### config.mk
export PLATFORM = sky130hd
export DESIGN_NAME = chopper_timers
export DESIGN_NICKNAME = d
export VERILOG_FILES = /design/src/rtl/chopper_timers.sv
export SDC_FILE = /design/constraint.sdc
export NUM_CORES = 1
export LEC_CHECK = 0
export ABC_AREA = 1
export CAP_MARGIN = 20
export CORE_ASPECT_RATIO = 1.2
export CORE_MARGIN = 1
export CORE_UTILIZATION = 50
export DETAILED_ROUTE_END_ITERATION = 10
export PLACE_DENSITY = 0.8
export SLEW_MARGIN = 20
export SYNTH_ARGS = -nofsm -noshare
export SYNTH_HDL_FRONTEND = slang
export SYNTH_SLANG_ARGS = --single-unit
### constraint.sdc
create_clock -name clk -period 2.1 [get_ports clk]
set_input_delay 0.42 -clock clk [delete_from_list [all_inputs] [get_ports clk]]
set_output_delay 0.42 -clock clk [all_outputs]
set_load 0.03 [all_outputs]
### src/rtl/chopper_timers.sv
// chopper_timers: shared tick prescaler plus two independent chopper channel
// FSMs (IDLE/BLANK/ON/OFF) with off-time, blanking and minimum-on timers.
// Ports:
//   clk, resetn            - clock, synchronous active-low reset
//   enable                 - driver enable; low forces both channels idle
//   offtimer_en0/1         - per-channel off-time start request (peak current)
//   phase_step             - commutation step pulse, applies to both channels
//   config_tick_div        - prescaler; one tick every config_tick_div+1 clks
//   config_offtime         - off-time reload in ticks
//   config_blanktime       - blanking reload in ticks
//   config_minon           - minimum on-time reload in ticks
//   off_timer0/1           - remaining off time (nonzero = off phase)
//   blank_timer0/1         - remaining blanking time
//   minimum_on_timer0/1    - remaining minimum on time
//   chop_state0/1          - 0 IDLE, 1 BLANK, 2 ON, 3 OFF

// One chopper channel: state register plus its three timers.
module chopper_channel (
  input  logic       clk,
  input  logic       resetn,
  input  logic       enable,
  input  logic       tick,
  input  logic       offtimer_en,
  input  logic       phase_step,
  input  logic [9:0] cfg_offtime,
  input  logic [7:0] cfg_blanktime,
  input  logic [7:0] cfg_minon,
  output logic [9:0] off_timer,
  output logic [7:0] blank_timer,
  output logic [7:0] minimum_on_timer,
  output logic [1:0] chop_state
);

  localparam logic [1:0] ST_IDLE  = 2'd0;
  localparam logic [1:0] ST_BLANK = 2'd1;
  localparam logic [1:0] ST_ON    = 2'd2;
  localparam logic [1:0] ST_OFF   = 2'd3;

  logic [1:0] state_q, state_d;
  logic [9:0] off_q, off_d;
  logic [7:0] blank_q, blank_d;
  logic [7:0] minon_q, minon_d;

  logic       reload_c;
  logic [7:0] minon_dec_c;

  // Saturating decrement of the minimum-on timer.
  assign minon_dec_c = (minon_q != 8'd0) ? 8'(minon_q - 8'd1) : 8'd0;

  // Next-state and timer update; reload_c collects every path that restarts
  // the blanking window so the reload values are written in one place.
  always_comb begin
    state_d  = state_q;
    off_d    = off_q;
    blank_d  = blank_q;
    minon_d  = minon_q;
    reload_c = 1'b0;

    if (!enable) begin
      state_d = ST_IDLE;
      off_d   = 10'd0;
      blank_d = 8'd0;
      minon_d = 8'd0;
    end else begin
      case (state_q)
        ST_IDLE: begin
          reload_c = 1'b1;
        end
        ST_BLANK: begin
          if (phase_step) begin
            reload_c = 1'b1;
          end else if (tick) begin
            minon_d = minon_dec_c;
            if (blank_q <= 8'd1) begin
              blank_d = 8'd0;
              state_d = ST_ON;
            end else begin
              blank_d = 8'(blank_q - 8'd1);
            end
          end
        end
        ST_ON: begin
          // Accepting the off request holds minon so an early start stays visible.
          if (offtimer_en) begin
            if (cfg_offtime == 10'd0) begin
              reload_c = 1'b1;
            end else begin
              state_d = ST_OFF;
              off_d   = cfg_offtime;
            end
          end else if (phase_step) begin
            reload_c = 1'b1;
          end else if (tick) begin
            minon_d = minon_dec_c;
          end
        end
        default: begin
          if (tick) begin
            if (off_q <= 10'd1) begin
              reload_c = 1'b1;
            end else begin
              off_d   = 10'(off_q - 10'd1);
              minon_d = minon_dec_c;
            end
          end
        end
      endcase

      // A zero blanking reload skips straight to ON so state matches timers.
      if (reload_c) begin
        state_d = (cfg_blanktime == 8'd0) ? ST_ON : ST_BLANK;
        off_d   = 10'd0;
        blank_d = cfg_blanktime;
        minon_d = cfg_minon;
      end
    end
  end

  // Channel registers, synchronous active-low reset.
  always_ff @(posedge clk) begin
    if (!resetn) begin
      state_q <= ST_IDLE;
      off_q   <= 10'd0;
      blank_q <= 8'd0;
      minon_q <= 8'd0;
    end else begin
      state_q <= state_d;
      off_q   <= off_d;
      blank_q <= blank_d;
      minon_q <= minon_d;
    end
  end

  assign off_timer        = off_q;
  assign blank_timer      = blank_q;
  assign minimum_on_timer = minon_q;
  assign chop_state       = state_q;

endmodule

module chopper_timers (
  input  logic       clk,
  input  logic       resetn,
  input  logic       enable,
  input  logic       offtimer_en0,
  input  logic       offtimer_en1,
  input  logic       phase_step,
  input  logic [7:0] config_tick_div,
  input  logic [9:0] config_offtime,
  input  logic [7:0] config_blanktime,
  input  logic [7:0] config_minon,
  output logic [9:0] off_timer0,
  output logic [9:0] off_timer1,
  output logic [7:0] blank_timer0,
  output logic [7:0] blank_timer1,
  output logic [7:0] minimum_on_timer0,
  output logic [7:0] minimum_on_timer1,
  output logic [1:0] chop_state0,
  output logic [1:0] chop_state1
);

  logic [7:0] div_cnt_q, div_cnt_d;
  logic       tick_c;

  // Shared prescaler; keeps running regardless of enable.
  always_comb begin
    tick_c    = (div_cnt_q == config_tick_div);
    div_cnt_d = tick_c ? 8'd0 : 8'(div_cnt_q + 8'd1);
  end

  always_ff @(posedge clk) begin
    if (!resetn) begin
      div_cnt_q <= 8'd0;
    end else begin
      div_cnt_q <= div_cnt_d;
    end
  end

  chopper_channel u_ch0 (
    .clk              (clk),
    .resetn           (resetn),
    .enable           (enable),
    .tick             (tick_c),
    .offtimer_en      (offtimer_en0),
    .phase_step       (phase_step),
    .cfg_offtime      (config_offtime),
    .cfg_blanktime    (config_blanktime),
    .cfg_minon        (config_minon),
    .off_timer        (off_timer0),
    .blank_timer      (blank_timer0),
    .minimum_on_timer (minimum_on_timer0),
    .chop_state       (chop_state0)
  );

  chopper_channel u_ch1 (
    .clk              (clk),
    .resetn           (resetn),
    .enable           (enable),
    .tick             (tick_c),
    .offtimer_en      (offtimer_en1),
    .phase_step       (phase_step),
    .cfg_offtime      (config_offtime),
    .cfg_blanktime    (config_blanktime),
    .cfg_minon        (config_minon),
    .off_timer        (off_timer1),
    .blank_timer      (blank_timer1),
    .minimum_on_timer (minimum_on_timer1),
    .chop_state       (chop_state1)
  );

endmodule

==> results of run 1 <==
-- logic make-up after synthesis --
group | count (synthesis) | share of synthesized area [%]
compound gates | 110 | 12.1
simple gates | 483 | 43.1
xor+xnor | 16 | 2.88
flops | 64 | 26.3
fa+ha+maj | 19 | 4.89
buf+inv | 120 | 10.7
-- cell type report --
| cell class | instances | area share (%) |
|---|---|---|
| multi-input cells | 628 | 47.1 |
| repair buffers | 144 | 20.7 |
| flip-flops and latches | 64 | 19.8 |
| inverters | 103 | 6.02 |
| clock buffers | 12 | 3.94 |
| well taps | 123 | 2.37 |
| clock inverters | 1 | 0.0770 |
-- tightest hold or removal path: stages (launching register included) --
cell	delay [ps]
dfxtp_1	320
nand2_1	60
a21oi_1	50
-- metal layers --
| layer | global-route usage, % | wire length [µm] |
|---|---|---|
| met1 | 31.9 | 5820 |
| met2 | 49.4 | 6650 |
| met3 | 3.91 | 581 |
| met4 | 11.5 | 298 |
| met5 | 0 | 0 |
-- power groups by stage --
stage               clock network (W)  registers, W  logic [W]
global route                  0.00143       0.00136    0.00149
global placement                    0       0.00137    0.00129
finish                        0.00135       0.00135    0.00134
detailed placement                  0       0.00137    0.00131
floorplan                           0       0.00146   0.000785
CTS                           0.00137       0.00135    0.00132
-- registers in the layout, indices dropped and copies added (netlist names) --
name                    count
u_ch0.chop_state            2
u_ch0.off_timer            10
u_ch0.minimum_on_timer      8
div_cnt_q                   8
u_ch1.blank_timer           8
u_ch1.chop_state            2
u_ch1.minimum_on_timer      8
u_ch0.blank_timer           8
u_ch1.off_timer            10
-- how the worst max path moves through the flow --
stage	to	slack, ps	depth (start not counted)
finish	u_ch0.blank_timer[0]$_SDFFE_PN0P_	140	12
global route	u_ch1.blank_timer[4]$_SDFFE_PN0P_	-3	14
CTS	u_ch0.off_timer[4]$_SDFFE_PP0P_	80	10
detailed placement	u_ch0.blank_timer[3]$_SDFFE_PN0P_	-170	13
global placement	u_ch1.off_timer[8]$_SDFFE_PP0P_	-130	11
floorplan	u_ch0.minimum_on_timer[5]$_SDFFE_PN0P_	60	12
-- synth_stat cells, drive strengths merged --
cell type / instances
a21boi: 1
a21oi: 52
a31oi: 2
buf: 11
clkbuf: 6
clkinv: 2
dfxtp: 64
ha: 19
inv: 101
nand2: 242
nand3: 71
nand4: 7
nor2: 139
nor3: 13
nor3b: 2
nor4: 2
o2111ai: 1
o211ai: 1
o21a: 2
o21ai: 50
o21bai: 1
or2: 7
xnor2: 6
xor2: 10
-- cells in the final DEF, fill, tap and decap left out, types with 3 or more instances in the layout --
cell type	synthesis	final
or2_2	6	6
clkbuf_16	0	9
nor3_2	3	3
clkdlybuf4s50_1	0	95
buf_4	1	47
xor2_1	10	10
dfxtp_1	64	60
nor2_1	125	124
o21ai_0	44	43
nand2_1	229	229
inv_1	90	89
nor2_2	11	12
o21ai_1	2	3
inv_2	11	10
nand4_1	7	7
nand3_1	68	68
o21ai_2	4	4
nand3_2	3	3
a21oi_1	51	51
ha_1	19	19
nand2_2	11	11
nor3_1	10	10
dfxtp_2	0	4
xnor2_1	6	6
-- stage by stage --
stage                     setup WS [ps]  area (µm²)  cells
after floorplan                    58.5        4870    812
after global placement             -134        6210   1059
after detailed placement           -174        6210   1059
after CTS                          81.1        6470   1072
after global routing              -2.65        6500   1075
final                               139        6500   1075
-- what timing repair did --
| action | CTS | global route |
|---|---|---|
| setup endpoints to repair | 0 | 39 |
| buffers inserted | 0 | 3 |
| hold buffers | 0 | 0 |
| resized for setup | 0 | 8 |
==> flow_summary.toml, run 1 <==
[finish]
drive_gt1_share_pct = 12.8
fillCellCount = 870
final_util_pct = 68.7
fin_nets = 1009
diodes = 0
area_growth_pct = 33.6
ff_latch_area_um2 = 1290
multi_input_area_um2 = 3070

[global_routing]
grt_pass1_wl_um = 22100
grt_pass1_vias = 5064
grt_overflow = 0
antenna_found_initial = 0
grt_usage_pct = 27.1
grt_max_degree = 22

[power_and_ir_drop]
power_frac_clock_pct = 33.5
switching_share_pct = 34.0
switchingPower_w = 0.00137
pwr-share-seq_pct = 33.5
p_int_w = 0.00267
ir_drop_v = 0.000497
power_leakage_nw = 3.03
total_power_w = 0.00404
comb_power_share_pct = 33.1
pwr_density_cell_nw_per_um2 = 621

[synth]
yosys_warnings = 0
avgSynthCellArea_um2 = 5.99
post_synth_inst_count = 812
yosysTopAreaCell = "dfxtp_1"
netlist.area_leader.share_pct = 26.3
seq_area_frac_synth_pct = 26.3
syn_nets = 871
yosys-top-cells-area = "dfxtp_1, nand2_1, nor2_1, nand3_1, inv_1"
synthesis.area_um2 = 4870
synth_seq_cells = 64
synth_cell_types = 39

[critical_path]
reg2reg_setup_slack_ps = 140
cp-end-kind = "register"
rr_worst_depth = 12
cp_slowest_cell = "dfxtp_1"
crit_top_cell = "nand2_4"
regToRegEndpoint = "u_ch0.blank_timer[0]$_SDFFE_PN0P_"
path_cells = "inv_1 > ha_1 > o211ai_1 > buf_4 > nor3_2 > nand2_4 > nand2_4 > buf_12 > nor2_8 > inv_4 > o21ai_0 > nor2_1"
crit_required_ps = 2320
critPathLaunchType = "register"
reg2reg_from = "u_ch0.off_timer[0]$_SDFFE_PP0P_"
worst_path_largest_cell_delay_ps = 410
critPathLaunch = "u_ch0.off_timer[0]$_SDFFE_PP0P_"
cp.arrival_ps = 2180
crit_fanout = 19
cp_top_family = "buffers and inverters"
path_class = "register to register"
crit_buf_inv = 4

[timing]
drv_slew = 0
hold_slack_ps = 481
hold_violations = 0
relSlewSlack_pct = 73.8
tightest_slew_ps = 391
layout_worst_path_cycle_share_pct = 93.4
setup_viol = 0
fmax_ghz = 0.510
post-route-min-period_ps = 1960
setup_tns_ps = 0
skew_ps = 5.93

[hold_path]
whs_endpoint = "u_ch1.off_timer[1]$_SDFFE_PP0P_"
hold_path.class = "register to register"
hold_path_startpoint = "u_ch1.off_timer[1]$_SDFFE_PP0P_"
hold_depth = 2

[clock_tree]
htreeDepth = 3
clk_latency_ps = 330
clockBufferDepth = 2
path_clk_slew_ps = 60
cts.root.buffer_cell = "clkbuf_16"
cts-buffers-inserted = 9
cts_sinks = 64
cts_tree = "done"

[die]
start_util_pct = 51.4
core_area_um2 = 9470
die-width_um = 92.1
die_area_um2 = 10100
die-height_um = 110
std_cell_rows = 39
io_pins = 96

[route]
dr.pass1.iters = 5
antenna_left = 0
wl_per_cell_um = 12.4
wl_um = 13300
drc = 0
drtIter0Drc = 293
vias = 5462
viasPerCell = 5.08

[run_status]
outcome = "finished, final reports clean"

[placed_design]
portBuffers = 95
gp_congestion = 0.910
place_hpwl_um = 10200

[run]
cap_violations = 0
Note: power is estimated with default switching activity, not from simulation.
==> inputs of run 2 (changes only) <==
--- a/config.mk
+++ b/config.mk
@@ -9,9 +9,10 @@
 export CAP_MARGIN = 20
 export CORE_ASPECT_RATIO = 1.2
 export CORE_MARGIN = 1
-export CORE_UTILIZATION = 50
+export CORE_UTILIZATION = 40
 export DETAILED_ROUTE_END_ITERATION = 10
-export PLACE_DENSITY = 0.8
+export MAX_ROUTING_LAYER = met4
+export PLACE_DENSITY = 0.66
 export SLEW_MARGIN = 20
 export SYNTH_ARGS = -nofsm -noshare
 export SYNTH_HDL_FRONTEND = slang
==> run 2 against run 1 <==
Worst hold slack gained 2.4 ps. Final cell count is 3.6% higher. Sequential power about the same. Largest power group unchanged.
==> flow_summary.toml, run 2 (same netlist as run 1, synthesis figures left out) <==
[power_and_ir_drop]
power_leakage_nw = 3.05
ir_drop_v = 0.000355
pwr_density_cell_nw_per_um2 = 607
total_power_w = 0.00400

[clock_tree]
hold_buffers = 0
cts.root.buffer_cell = "clkbuf_16"
cts_setup_buffers = 0
htreeDepth = 3
cts-buffers-inserted = 9
clockBufferDepth = 2
cts_tree = "done"
cts_sinks = 64
cts_resized = 0
path_clk_slew_ps = 50
clk_latency_ps = 330

[placed_design]
placement.cell_area_um2 = 6300
place_hpwl_um = 11000
post-place-ws_ps = -171
portBuffers = 95
gp_congestion = 0.905

[route]
drc = 0
dr.pass1.iters = 4
antenna_left = 0
wl_um = 14000
drtIter0Drc = 262
viasPerCell = 4.84
wl_per_cell_um = 12.5
vias = 5390

[die]
die_area_um2 = 12600
core_area_um2 = 11700
die-width_um = 103
die-height_um = 123
start_util_pct = 41.5
io_pins = 96
std_cell_rows = 43

[critical_path]
rr_worst_depth = 11
reg2reg_setup_slack_ps = 160
crit_required_ps = 2320
reg2reg_from = "u_ch0.off_timer[1]$_SDFFE_PP0P_"
regToRegEndpoint = "u_ch0.blank_timer[1]$_SDFFE_PN0P_"
critPathLaunchType = "register"
cp-end-kind = "register"
path_class = "register to register"
cp.arrival_ps = 2160
crit_fanout = 9

[timing]
fmax_ghz = 0.515
layout_worst_path_cycle_share_pct = 92.5
skew_ps = 7.81
post-route-min-period_ps = 1940
hold_violations = 0
setup_slack_ps = 157
setup_viol = 0
relSlewSlack_pct = 74.5
hold_slack_ps = 483
drv_slew = 0
rsz0062_at_grt = "false"
tightest_slew_ps = 381

[finish]
diodes = 0
layout_commonest_cell = "nand2_1"
drive_gt1_share_pct = 13.5
fin_nets = 1015
final_cell_area_um2 = 6580
final_util_pct = 56.1
final_cell_mix = "nand2_1, nor2_1, clkdlybuf4s50_1"
area_growth_pct = 35.3

[hold_path]
hold_path_startpoint = "div_cnt_q[0]$_SDFF_PP0_"
whs_endpoint = "div_cnt_q[0]$_SDFF_PP0_"
hold_depth = 1
hold_path.class = "register to register"

[global_routing]
grt_overflow = 0
grt_pass1_vias = 5055
grt_usage_pct = 23.8
antenna_found_initial = 0
grt_max_degree = 17
grt_pass1_wl_um = 22900

[run_status]
outcome = "finished, final reports clean"

[run]
cap_violations = 0
## run 2: power by group
part           total [W]  internal (W)  switching (W)
Clock            0.00132      0.000799       0.000523
Combinational    0.00132      0.000539       0.000785
Sequential       0.00135       0.00128      0.0000753
## run 2: how the worst max path moves through the flow
stage / startpoint / end / slack, ps / cells after the start
floorplan: u_ch0.off_timer[0]$_SDFFE_PP0P_ / u_ch0.minimum_on_timer[5]$_SDFFE_PN0P_ / 60 / 12
global placement: config_offtime[1] / u_ch0.blank_timer[7]$_SDFFE_PN0P_ / -130 / 13
detailed placement: config_offtime[1] / u_ch0.chop_state[0]$_SDFFE_PN0P_ / -170 / 12
CTS: u_ch1.off_timer[0]$_SDFFE_PP0P_ / u_ch1.blank_timer[1]$_SDFFE_PN0P_ / 80 / 11
global route: u_ch0.off_timer[1]$_SDFFE_PP0P_ / u_ch0.blank_timer[0]$_SDFFE_PN0P_ / 0.8 / 11
finish: u_ch0.off_timer[1]$_SDFFE_PP0P_ / u_ch0.blank_timer[1]$_SDFFE_PN0P_ / 160 / 11
## run 2: area by class of cell
type                    count  area (µm²)
clock inverters             2        10.0
fillers                  1231        5150
repair buffers            150        1380
inverters                 103         387
well taps                 157         196
multi-input cells         628        3090
clock buffers              10         239
flip-flops and latches     64        1290
## run 2: stage by stage
stage / std cells / TNS, ps
2_1_floorplan: 812 / 0
3_3_place_gp: 1102 / -5000
3_5_place_dp: 1102 / -6610
4_1_cts: 1114 / 0
5_1_grt: 1114 / 0
6_report: 1114 / 0
## run 2: per-layer routing
metal  up-vias  share of wire [%]  track usage, %  wire, µm
met5         -                  0               -         0
met3        22                3.1            2.11       434
met2       102                 49            41.3      6900
met1      2405                 45            28.1      6340
met4         0                2.1            8.93       292
li1       2861                  -               -         -
## run 2: worst max-delay path: stages (launching register included)
cell and delay (ps):
dfxtp_1 370, inv_1 90, ha_1 190, o211ai_1 350, nor3_2 100, nand2_4 100
nand2_4 60, buf_4 150, nor2_8 140, inv_2 80, o21ai_0 160, nor2_1 50
